### config.mk
export PLATFORM = sky130hd
export DESIGN_NAME = axis_i2s_rx
export DESIGN_NICKNAME = d
export VERILOG_FILES = /design/src/rtl/axis_i2s_rx.sv
export SDC_FILE = /design/constraint.sdc
export NUM_CORES = 1
export LEC_CHECK = 0
export ABC_AREA = 0
export ABC_CLOCK_PERIOD_IN_PS = 2100
export BUFFER_PORTS_ARGS = -buffer_cell sky130_fd_sc_hd__buf_2
export CORE_MARGIN = 4
export CORE_UTILIZATION = 55
export DETAILED_ROUTE_END_ITERATION = 7
export PLACE_DENSITY = 0.87
export SLEW_MARGIN = 20
export SYNTH_ARGS = -nofsm -noshare
export SYNTH_HDL_FRONTEND = slang
export SYNTH_SLANG_ARGS = --single-unit
### constraint.sdc
create_clock -name aclk -period 2.1 [get_ports aclk]
set_clock_uncertainty 0.15 [all_clocks]
set_input_delay 0.105 -clock aclk [delete_from_list [all_inputs] [get_ports aclk]]
set_output_delay 0.105 -clock aclk [all_outputs]
set_load 0.005 [all_outputs]
### src/rtl/axis_i2s_rx.sv
// I2S (Philips) receiver: oversamples an externally clocked stereo stream in aclk and
// emits {left, 8'd0, right, 8'd0} frames on a single-entry AXI-Stream output register.
module axis_i2s_rx #(
    parameter int unsigned SLOT_BITS   = 32,
    parameter int unsigned SYNC_STAGES = 2
) (
    input  logic        aclk,
    input  logic        resetn,
    input  logic        i2s_sclk,
    input  logic        i2s_lrck,
    input  logic        i2s_sdin,
    output logic [63:0] m_axis_tdata,
    output logic        m_axis_tvalid,
    output logic        m_axis_tlast,
    input  logic        m_axis_tready,
    output logic        locked,
    output logic        frame_err,
    output logic [15:0] overflow_cnt
);

    typedef enum logic [1:0] {StAlign, StLeft, StRight} state_e;

    logic [SYNC_STAGES-1:0] sclk_sync_q, lrck_sync_q, sdin_sync_q;
    logic                   sclk_prev_q;
    logic                   sclk_s, lrck_s, sdin_s;
    logic                   rise, boundary, slot_ok;

    state_e      state_q;
    logic        locked_q;
    logic        lrck_prev_q;
    logic [5:0]  bit_cnt_q;
    // The top bit of the 32-bit shift window is only ever read combinationally.
    logic [30:0] shreg_q;
    logic [31:0] shreg_d;
    logic [23:0] word;
    logic [23:0] left_q;
    logic [63:0] frame_q;
    logic        emit_q, err_q;

    logic [63:0] tdata_q;
    logic        tvalid_q, tlast_q, frame_err_q;
    logic [15:0] ovf_q;

    always_ff @(posedge aclk) begin
        if (!resetn) begin
            sclk_sync_q <= '0;
            lrck_sync_q <= '0;
            sdin_sync_q <= '0;
            sclk_prev_q <= 1'b0;
        end else begin
            sclk_sync_q <= {sclk_sync_q[SYNC_STAGES-2:0], i2s_sclk};
            lrck_sync_q <= {lrck_sync_q[SYNC_STAGES-2:0], i2s_lrck};
            sdin_sync_q <= {sdin_sync_q[SYNC_STAGES-2:0], i2s_sdin};
            sclk_prev_q <= sclk_s;
        end
    end

    always_comb begin
        sclk_s   = sclk_sync_q[SYNC_STAGES-1];
        lrck_s   = lrck_sync_q[SYNC_STAGES-1];
        sdin_s   = sdin_sync_q[SYNC_STAGES-1];
        rise     = sclk_s & ~sclk_prev_q;
        boundary = rise && (lrck_s != lrck_prev_q);
        shreg_d  = {shreg_q, sdin_s};
        word     = shreg_d[SLOT_BITS-1 -: 24];
        // The boundary bit is the previous slot's LSB, so a full slot has counted SLOT_BITS-1.
        slot_ok  = (7'(bit_cnt_q) + 7'd1) == 7'(SLOT_BITS);
    end

    always_ff @(posedge aclk) begin
        if (!resetn) begin
            state_q     <= StAlign;
            locked_q    <= 1'b0;
            lrck_prev_q <= 1'b0;
            bit_cnt_q   <= '0;
            shreg_q     <= '0;
            left_q      <= '0;
            frame_q     <= '0;
            emit_q      <= 1'b0;
            err_q       <= 1'b0;
        end else begin
            emit_q <= 1'b0;
            err_q  <= 1'b0;
            if (rise) begin
                shreg_q     <= shreg_d[30:0];
                lrck_prev_q <= lrck_s;
                if (boundary) begin
                    bit_cnt_q <= '0;
                end else if (bit_cnt_q != 6'd63) begin
                    bit_cnt_q <= bit_cnt_q + 6'd1;
                end
            end
            if (boundary) begin
                case (state_q)
                    StAlign: begin
                        if (!lrck_s) begin
                            state_q  <= StLeft;
                            locked_q <= 1'b1;
                        end
                    end
                    StLeft: begin
                        if (slot_ok) begin
                            left_q  <= word;
                            state_q <= StRight;
                        end else begin
                            err_q    <= 1'b1;
                            state_q  <= StAlign;
                            locked_q <= 1'b0;
                        end
                    end
                    StRight: begin
                        if (slot_ok) begin
                            frame_q <= {left_q, 8'd0, word, 8'd0};
                            emit_q  <= 1'b1;
                            state_q <= StLeft;
                        end else begin
                            err_q    <= 1'b1;
                            state_q  <= StAlign;
                            locked_q <= 1'b0;
                        end
                    end
                    default: begin
                        state_q  <= StAlign;
                        locked_q <= 1'b0;
                    end
                endcase
            end
        end
    end

    always_ff @(posedge aclk) begin
        if (!resetn) begin
            tdata_q     <= '0;
            tvalid_q    <= 1'b0;
            tlast_q     <= 1'b0;
            frame_err_q <= 1'b0;
            ovf_q       <= '0;
        end else begin
            frame_err_q <= err_q;
            if (emit_q) begin
                if (!tvalid_q || m_axis_tready) begin
                    tdata_q  <= frame_q;
                    tvalid_q <= 1'b1;
                    tlast_q  <= 1'b1;
                end else if (ovf_q != 16'hFFFF) begin
                    // Held frame wins; the new one is dropped and counted.
                    ovf_q <= ovf_q + 16'd1;
                end
            end else if (tvalid_q && m_axis_tready) begin
                tvalid_q <= 1'b0;
                tlast_q  <= 1'b0;
            end
        end
    end

    assign m_axis_tdata  = tdata_q;
    assign m_axis_tvalid = tvalid_q;
    assign m_axis_tlast  = tlast_q;
    assign locked        = locked_q;
    assign frame_err     = frame_err_q;
    assign overflow_cnt  = ovf_q;

endmodule

==> results.ini, run 1 <==
[route]
drc = 0
antenna_left = 0
firstDrtPassIters = 7
wirelength_um = 14900
routedWlPerCell_um = 14.0
via_per_inst = 5.23
drt-initial-drc-count = 357
via_count = 5559

[synth]
yosys.area.top_type_share_pct = 53.1
syn_area_um2 = 7090
ys_seq_area_share_pct = 53.1
postSynthCellCount = 805
synth-edff-count = 0
synthArstFlopShare_pct = 0
yosys-top-cells-area = dfxtp_1 (53%), nand2_1 (14%), mux2i_1 (11%), a21oi_1 (6.4%), clkbuf_1 (2.0%)
synth_ff_type = dfxtp_1
syn_area_per_cell_um2 = 8.81
netlist.top_cell.by_area = dfxtp_1
yosysWarnings = 0
ys_ff_latch = 188
synth.distinct_cells = 44

[placed_design]
dp_hpwl_um = 8430
io_buffers = 73
routabilityCongestion = 0.802

[critical_path]
cp-start-kind = flip-flop
cp_slowest_cell = dfxtp_2
crit_family = buffers and inverters
worstSetupPathType = flip-flop to flip-flop
cpPeakStageDelay_ps = 360
cp_data_arrival_time_ps = 2200
critical_path.max_fanout = 7
path_cells = ha_4 -> and2_4 -> nand3_2 -> o31ai_4 -> buf_4 -> nand3_4 -> buf_12 -> mux2i_2
required_ps = 2260
critical_path_buf_inv_count = 2
end_kind = flip-flop
rrSetupSlack_ps = 60

[clock_network]
clk_path_buf_depth = 2
h-tree-depth = 4
insertion_delay_ps = 420
clkTransAtPathRegs_ps = 70
root_buffer = clkbuf_16
cts_tree = built
cts_sinks = 188
cts_buffers = 17

[global_route]
antenna_found_initial = 0
grt_max_degree = 80
grt_pass1_vias = 5008
grt_usage_pct = 18.9
grt_overflow = 0
grt_first_pass_wirelength_um = 22700

[timing]
relSlewSlack_pct = 42.7
fin_crit_ps = 2040
drv_slew = 0
fmax_mhz = 491
holdWs_ps = 283
worstMarginPinSlew_ps = 859
setup_violations = 0
min_period_over_period_pct = 97.0
final-hold-violation-count = 0
setup_tns_ps = 0

[pwr]
p_clk_share_pct = 45.5
p_per_area_nw_per_um2 = 811
peakVddDrop_v = 0.000474
switching_share_pct = 21.5
p_leak_nw = 3.61
finalPower_w = 0.00681
comb_power_share_pct = 2.0
p_int_w = 0.00535
pwr-share-seq_pct = 52.5
net-switching-power_w = 0.00146

[cells_and_area]
antenna_cells = 0
drive_gt1_share_pct = 16.3
fin_nets = 889
layout_commonest_cell = nand2_1
area_growth_pct = 18.5
final_util_pct = 66.6
mostFrequentLayoutCells = nand2_1 (271), dfxtp_1 (186), a21oi_1 (90), mux2i_1 (73), buf_2 (72)

[worst_hold_path]
min_path_type = flip-flop to flip-flop

[floorplan]
fp.dieW_um = 122
die_h_um = 122
core_um2 = 12600
initial_core_util_pct = 56.2
dieArea_um2 = 14800
rows = 41
ios = 90

[outcome]
status = complete, no violations

[run]
drv_cap = 0

==> kinds of logic (layout without fill, tap and decap cells) <==
family	count (synthesis)	count (layout)	share of synthesized area [%]
other	1	16	0.0529
XOR/XNOR	11	11	1.36
flip-flops	188	188	53.1
multiplexers	75	75	10.6
buffers and inverters	75	145	5.20
AO/OA/AOI/OAI	114	114	9.00
adder cells (fa/ha/maj)	6	6	1.06
AND/OR/NAND/NOR	335	335	19.7
==> power by group through the flow <==
stage                     sequential (W)  clock [W]  combinational (W)
after floorplan                  0.00366          0           0.000109
after global placement           0.00366          0           0.000119
after detailed placement         0.00366          0           0.000119
after CTS                        0.00358    0.00315           0.000131
after global routing             0.00357    0.00327           0.000151
final                            0.00358    0.00310           0.000138
==> routing by layer <==
metal	up-vias	part of all wire (%)	track usage (%)
met5	-	0	0
li1	2785	-	-
met1	2605	43	23.5
met3	27	5.0	4.87
met4	0	1.7	7.00
met2	142	51	31.6
==> state kept, by name, summed over array words and instances (netlist names) <==
signal and count:
frame_q 48, m_axis_tdata 48, shreg_q 31, left_q 24, overflow_cnt 16, bit_cnt_q 6, lrck_sync_q 2, sclk_sync_q 2
sdin_sync_q 2, state_q 2, emit_q 1, err_q 1, frame_err 1, locked 1, lrck_prev_q 1, m_axis_tlast 1
sclk_prev_q 1
==> stage by stage <==
step	setup WS [ps]	cell area [um^2]	instances
6_report	64.0	8410	1062
5_1_grt	-28.3	8410	1062
4_1_cts	10.9	8220	1053
3_5_place_dp	26.1	7570	1013
3_3_place_gp	120	7570	1013
2_1_floorplan	155	7150	820
==> repair_timing <==
item,in CTS,in global routing
hold buffers,8,0
setup buffers,0,4
setup endpoints to repair,0,73
hold endpoints to repair,16,0
resized for setup,0,10
==> cell usage after synthesis, drive strengths merged, types with 2 or more instances <==
cell    instances
nand3          14
and3            2
mux2i          75
nand2         271
dfxtp         188
ha              6
a211oi          2
xnor2           6
nor2           16
o21ai           6
a311oi          2
o311ai          2
buf            29
a21oi          90
xor2            5
and4            3
inv             8
or4             2
nor4            2
o41ai           2
nand4           3
or3             2
nand2b          5
o31ai           5
and2           10
clkbuf         38
nor3            3
==> worst paths after layout <==
check / from / end / cells after the start
worst min-delay path: sdin_sync_q[0] / sdin_sync_q[1] / 1
worst max register to register: bit_cnt_q[1] / left_q[7] / 8
worst max-delay path: bit_cnt_q[1] / left_q[7] / 8
worst min register to register: sdin_sync_q[0] / sdin_sync_q[1] / 1
==> area by class of cell <==
class | instances | area [um^2]
clock inverters | 12 | 111
flip-flops and latches | 188 | 3770
repair buffers | 105 | 759
clock buffers | 20 | 467
inverters | 8 | 30.0
multi-input cells | 557 | 3050
fillers | 961 | 4210
well taps | 172 | 215
No activity file was read; power rests on OpenSTA's default activity.
==> inputs of run 2 (changes only) <==
--- a/config.mk
+++ b/config.mk
@@ -12,7 +12,8 @@
 export CORE_UTILIZATION = 55
 export DETAILED_ROUTE_END_ITERATION = 7
 export PLACE_DENSITY = 0.87
-export SLEW_MARGIN = 20
+export RECOVER_POWER = 50
+export SLEW_MARGIN = 15
 export SYNTH_ARGS = -nofsm -noshare
 export SYNTH_HDL_FRONTEND = slang
 export SYNTH_SLANG_ARGS = --single-unit
==> run 2 against run 1 <==
Global-route usage did not move. Routed wire length hardly changed. Sequential cell count unchanged. Cell area down 0.57%. Utilization decreased by 0.38 points. Worst hold slack hardly changed. Clock power is essentially flat. Setup slack worse by 4.7 ps. Sequential share of layout area rose by 0.26 points. Count of clock-buffer cells in the layout unchanged. Critical path depth unchanged. Combinational power decreased by 3%. Largest power group unchanged. Highest routed layer unchanged.
==> results.ini, run 2 (same netlist as run 1, synthesis figures left out) <==
[worst_hold_path]
hold_end = sdin_sync_q[1]
min-delay-start = sdin_sync_q[0]
min_path_type = flip-flop to flip-flop
hold_path_depth = 1  ; unchanged

[critical_path]
cpPeakStageDelay_ps = 360  ; about the same
r2r_cells = 8  ; unchanged
cp-start-kind = flip-flop
end_kind = flip-flop
path_cells = ha_4 -> and2_4 -> nand3_2 -> o31ai_4 -> buf_4 -> nand3_4 -> buf_12 -> mux2i_2
required_ps = 2260  ; about the same
cp_slowest_cell = dfxtp_2
rrSetupSlack_ps = 60  ; about the same
worstSetupPathType = flip-flop to flip-flop
r2r-start = bit_cnt_q[1]
critical_path.max_fanout = 7  ; unchanged
cp_data_arrival_time_ps = 2200  ; about the same
r2r-end = left_q[7]

[pwr]
p_per_area_nw_per_um2 = 815  ; +0.56%
peakVddDrop_v = 0.000475  ; +0.16%
pwr-share-seq_pct = 52.5  ; about the same
p_clk_share_pct = 45.5  ; about the same
comb_power_share_pct = 2.0  ; about the same
switching_share_pct = 21.5  ; +0.040 points
p_leak_nw = 3.51  ; -2.7%
net-switching-power_w = 0.00147  ; +0.17%
p_int_w = 0.00535  ; about the same

[placed_design]
dp.cells = 1013  ; unchanged
io_buffers = 73  ; unchanged
routabilityCongestion = 0.802  ; unchanged
pre_cts_ws_ps = 26.1  ; unchanged
dp_hpwl_um = 8430  ; unchanged

[clock_network]
clk_path_buf_depth = 2  ; unchanged
root_buffer = clkbuf_16
h-tree-depth = 4  ; unchanged
cts_buffers = 17  ; unchanged
cts_tree = built
insertion_delay_ps = 420  ; about the same
cts_sinks = 188  ; unchanged
clkTransAtPathRegs_ps = 70  ; about the same

[cells_and_area]
final_util_pct = 66.2  ; -0.38 points
fin_nets = 889  ; unchanged
drive_gt1_share_pct = 13.9  ; -2.4 points
area_growth_pct = 17.9
mostFrequentLayoutCells = nand2_1 (271), dfxtp_1 (186), a21oi_1 (90), mux2i_1 (73), buf_2 (54)
antenna_cells = 0  ; unchanged
instances_no_fill = 1062  ; unchanged
layout_commonest_cell = nand2_1
seq_area_um2 = 3770  ; unchanged
n_fill_cell = 969  ; +0.83%
multiInputGateArea_um2 = 3050  ; about the same

[floorplan]
rows = 41  ; unchanged
ios = 90  ; unchanged
core_um2 = 12600  ; unchanged
fp.dieW_um = 122  ; unchanged
initial_core_util_pct = 56.2  ; unchanged
die_h_um = 122  ; unchanged
dieArea_um2 = 14800  ; unchanged

[global_route]
grt_overflow = 0  ; unchanged
grt_first_pass_wirelength_um = 22700  ; unchanged
grt_pass1_vias = 5008  ; unchanged
antenna_found_initial = 0  ; unchanged
grt_usage_pct = 18.9  ; unchanged
grt_max_degree = 80  ; unchanged

[route]
antenna_left = 0  ; unchanged
firstDrtPassIters = 5  ; -2
routedWlPerCell_um = 14.0  ; about the same
via_per_inst = 5.24  ; about the same
drc = 0  ; unchanged
drt-initial-drc-count = 356  ; -0.28%
wirelength_um = 14900  ; about the same
via_count = 5563  ; +0.072%

[timing]
fin_crit_ps = 2040  ; +4.70 ps
final-hold-violation-count = 0  ; unchanged
relSlewSlack_pct = 42.9  ; +0.19 points
holdWs_ps = 283  ; -0.0410 ps
worstMarginPinSlew_ps = 857  ; -2.80 ps
setup_violations = 0  ; unchanged
drv_slew = 0  ; unchanged
setup_slack_ps = 59.3  ; -4.70 ps
min_period_over_period_pct = 97.2  ; +0.22 points
fmax_mhz = 490  ; -0.23%

[run]
drv_cap = 0  ; unchanged

[outcome]
status = complete, no violations

run 2: what timing repair did:
action,in CTS,in global routing
hold buffers,8,0
hold endpoints to repair,16,0
buffers inserted,0,4
gates resized for setup,0,10
endpoints found under the setup margin,0,73
run 2: routing by layer:
layer,global-route usage (%),share of wire [%]
met4,7.00,1.6
met2,31.6,50
met5,0,0
met3,4.87,5.0
met1,23.5,43
run 2: critical path, delay by kind of cell, from the launching register on:
kind	cells	cell delay, ps
flip-flops	1	360
multiplexers	1	150
AND/OR/NAND/NOR	3	380
adder cells (fa/ha/maj)	1	140
AO/OA/AOI/OAI	1	360
buffers and inverters	2	400
run 2: layout make-up:
class	instances	share of cell area, %
clock buffers	20	5.58
clock inverters	12	1.33
inverters	8	0.359
multi-input cells	557	36.5
flip-flops and latches	188	45.1
well taps	172	2.57
repair buffers	105	8.55
run 2: worst max-delay path by stage:
stage	startpoint	end	slack, ps	cells after the start
after global placement	bit_cnt_q[0]	frame_q[47]	120	7
final	bit_cnt_q[1]	left_q[7]	60	8
after global routing	bit_cnt_q[1]	left_q[7]	-30	8
after floorplan	bit_cnt_q[0]	frame_q[54]	150	8
after detailed placement	bit_cnt_q[0]	frame_q[63]	30	7
after CTS	bit_cnt_q[0]	frame_q[63]	10	7
run 2: power by group through the flow:
stage                     registers [W]  clock network (W)  logic (W)
after floorplan                 0.00366                  0   0.000109
after global placement          0.00366                  0   0.000119
after detailed placement        0.00366                  0   0.000119
after CTS                       0.00358            0.00315   0.000131
after global routing            0.00357            0.00327   0.000147
final                           0.00358            0.00310   0.000134
run 2: per-stage QoR:
step	TNS [ps]	total power, W	cell area (um^2)
2_1_floorplan	0	0.00377	7150
4_1_cts	0	0.00685	8220
5_1_grt	-177	0.00699	8360
3_5_place_dp	0	0.00378	7570
3_3_place_gp	0	0.00378	7570
6_report	0	0.00681	8360
==> inputs of run 3 (changes only) <==
--- a/config.mk
+++ b/config.mk
@@ -9,9 +9,10 @@
 export ABC_CLOCK_PERIOD_IN_PS = 2100
 export BUFFER_PORTS_ARGS = -buffer_cell sky130_fd_sc_hd__buf_2
 export CORE_MARGIN = 4
-export CORE_UTILIZATION = 55
+export CORE_UTILIZATION = 57
 export DETAILED_ROUTE_END_ITERATION = 7
-export PLACE_DENSITY = 0.87
+export MAX_ROUTING_LAYER = met4
+export PLACE_DENSITY = 0.9
 export RECOVER_POWER = 50
 export SLEW_MARGIN = 15
 export SYNTH_ARGS = -nofsm -noshare
==> run 3 against run 2 <==
Clock power rose by 3%. Sequential cell count is the same. Sequential share of layout area rose by 0.53 points. Sequential power barely moved. Die area shrank 3.3%. Final cell count decreased by 0.75%. Setup slack got worse by 20 ps. Via count is 0.65% lower. Critical path type unchanged. Critical endpoint is now left_q[16]. Largest cell class unchanged.
==> results.ini, run 3 (same netlist as run 1, synthesis figures left out) <==
[floorplan]
die_h_um = 120  ; -1.7%
ios = 90  ; unchanged
initial_core_util_pct = 58.6  ; +2.4 points
dieArea_um2 = 14300  ; -3.3%
core_um2 = 12100  ; -4.0%
fp.dieW_um = 120  ; -1.7%
rows = 40  ; -2.4%

[clock_network]
clkTransAtPathRegs_ps = 60  ; about the same
cts_tree = built
insertion_delay_ps = 430  ; about the same
clk_path_buf_depth = 2  ; unchanged
root_buffer = clkbuf_16
h-tree-depth = 4  ; unchanged
cts_buffers = 17  ; unchanged
cts_sinks = 188  ; unchanged

[timing]
worstMarginPinSlew_ps = 932  ; +75.9 ps
setup_violations = 0  ; unchanged
fmax_mhz = 485  ; -0.95%
min_period_over_period_pct = 98.1  ; +0.93 points
setup_tns_ps = 0  ; unchanged
fin_crit_ps = 2060  ; +19.6 ps
final-hold-violation-count = 0  ; unchanged
drv_slew = 0  ; unchanged
relSlewSlack_pct = 37.8  ; -5.1 points

[pwr]
p_int_w = 0.00548  ; +2.5%
net-switching-power_w = 0.00141  ; -3.8%
peakVddDrop_v = 0.000430  ; -9.4%
p_per_area_nw_per_um2 = 835  ; +2.4%
p_clk_share_pct = 46.2  ; +0.7 points
switching_share_pct = 20.5  ; -1.1 points
pwr-share-seq_pct = 51.9  ; -0.6 points
comb_power_share_pct = 1.9  ; about the same
p_leak_nw = 3.42  ; -2.6%

[critical_path]
cp_data_arrival_time_ps = 2260  ; +60 ps
cp-start-kind = flip-flop
end_kind = flip-flop
required_ps = 2300  ; +40 ps
critical_path.max_fanout = 6  ; -1
worstSetupPathType = flip-flop to flip-flop

[route]
drc = 0  ; unchanged
drt-initial-drc-count = 427  ; +20%
highest_layer = met4
firstDrtPassIters = 5  ; unchanged
via_count = 5527  ; -0.65%
routedLengthMet1_um = 6330  ; -1.8%
antenna_left = 0  ; unchanged
wl_met3_um = 755  ; +2.0%
routedWlPerCell_um = 13.8  ; -2.0%
via_per_inst = 5.24  ; +0.11%
dr_wl_met2_um = 7180  ; -4.1%
wirelength_um = 14500  ; -2.8%

[global_route]
grt_pass1_vias = 5242  ; +4.7%
antenna_found_initial = 0  ; unchanged
grt_first_pass_wirelength_um = 24200  ; +6.3%
grt_overflow = 0  ; unchanged
grt_usage_pct = 21.0  ; +2.1 points
grt_max_degree = 65  ; -19%

[cells_and_area]
area_growth_pct = 16.4
layout_commonest_cell = nand2_1
stdcell_area_um2 = 8260  ; -1.2%
antenna_cells = 0  ; unchanged
drive_gt1_share_pct = 11.9  ; -2.1 points
fin_nets = 885  ; -0.45%
mostFrequentLayoutCells = nand2_1 (271), dfxtp_1 (186), a21oi_1 (90), mux2i_1 (74), buf_2 (44)
n_fill_cell = 924  ; -4.6%

[placed_design]
place_area_um2 = 7550  ; -0.23%
dp_hpwl_um = 8700  ; +3.2%
routabilityCongestion = 0.810  ; +1.0%
io_buffers = 73  ; unchanged

[run]
drv_cap = 0  ; unchanged

[worst_hold_path]
min_path_type = input pin to flip-flop

[outcome]
status = complete, no violations

## run 3: changes by cell type in the layout (fill, tap and decap cells not counted), moves of 2 or more
cell	delta
dlygate4sd3_1	-2
clkbuf_8	-3
clkbuf_16	-2
clkinv_2	-2
clkbuf_1	+17
bufinv_16	+2
buf_2	-10
## run 3: area by class of cell
| cell class | count | area (um^2) | share of cell area [%] |
|---|---|---|---|
| Tap cell | 168 | 210 | 2.55 |
| Sequential cell | 188 | 3770 | 45.6 |
| Inverter | 8 | 30.0 | 0.364 |
| Clock buffer | 22 | 444 | 5.38 |
| Clock inverter | 10 | 141 | 1.71 |
| Timing Repair Buffer | 101 | 621 | 7.52 |
| Multi-Input combinational cell | 557 | 3040 | 36.9 |
## run 3: worst paths after layout
kind	endpoint	slack [ps]	cells past startpoint	from
max	left_q[16]	40	8	bit_cnt_q[0]
min	sdin_sync_q[0]	280	3	i2s_sdin
max reg2reg	left_q[16]	40	8	bit_cnt_q[0]
min reg2reg	lrck_sync_q[1]	280	1	lrck_sync_q[0]
## run 3: layer usage
layer  GRT usage, %  vias to the layer above
met3           5.61                       25
met1           26.0                     2595
met5              -                        -
li1               -                     2767
met2           33.0                      140
met4           8.02                        0
## run 3: through the flow
stage	utilization [%]	instances	hold WS, ps	worst slack, ps	power [W]
finish	68.2	1054	275	39.7	0.00689
detailed placement	62.3	1010	167	42.2	0.00378
global placement	62.3	1010	165	125	0.00377
CTS	67.7	1048	248	27.2	0.00693
floorplan	-	820	82.3	155	0.00377
global route	68.2	1054	293	-25.9	0.00709
## run 3: worst max-delay path, stage by stage (launching register included)
cell and delay (ps):
dfxtp_2 370, ha_4 140, and2_4 160, nand3_2 100, o31ai_4 330, buf_4 180
nand3_4 140, clkbuf_16 230, mux2i_1 180
## run 3: repair_timing
action,CTS,global route
endpoints found under the setup margin,0,57
resized for setup,0,8
hold buffers,6,0
buffers inserted,0,3
hold endpoints to repair,22,0
## run 3: power by group through the flow
stage	logic (W)	clock network [W]	registers (W)
2_1_floorplan	0.000109	0	0.00366
3_3_place_gp	0.000117	0	0.00366
3_5_place_dp	0.000118	0	0.00366
4_1_cts	0.000126	0.00323	0.00358
5_1_grt	0.000143	0.00338	0.00358
6_report	0.000128	0.00318	0.00358
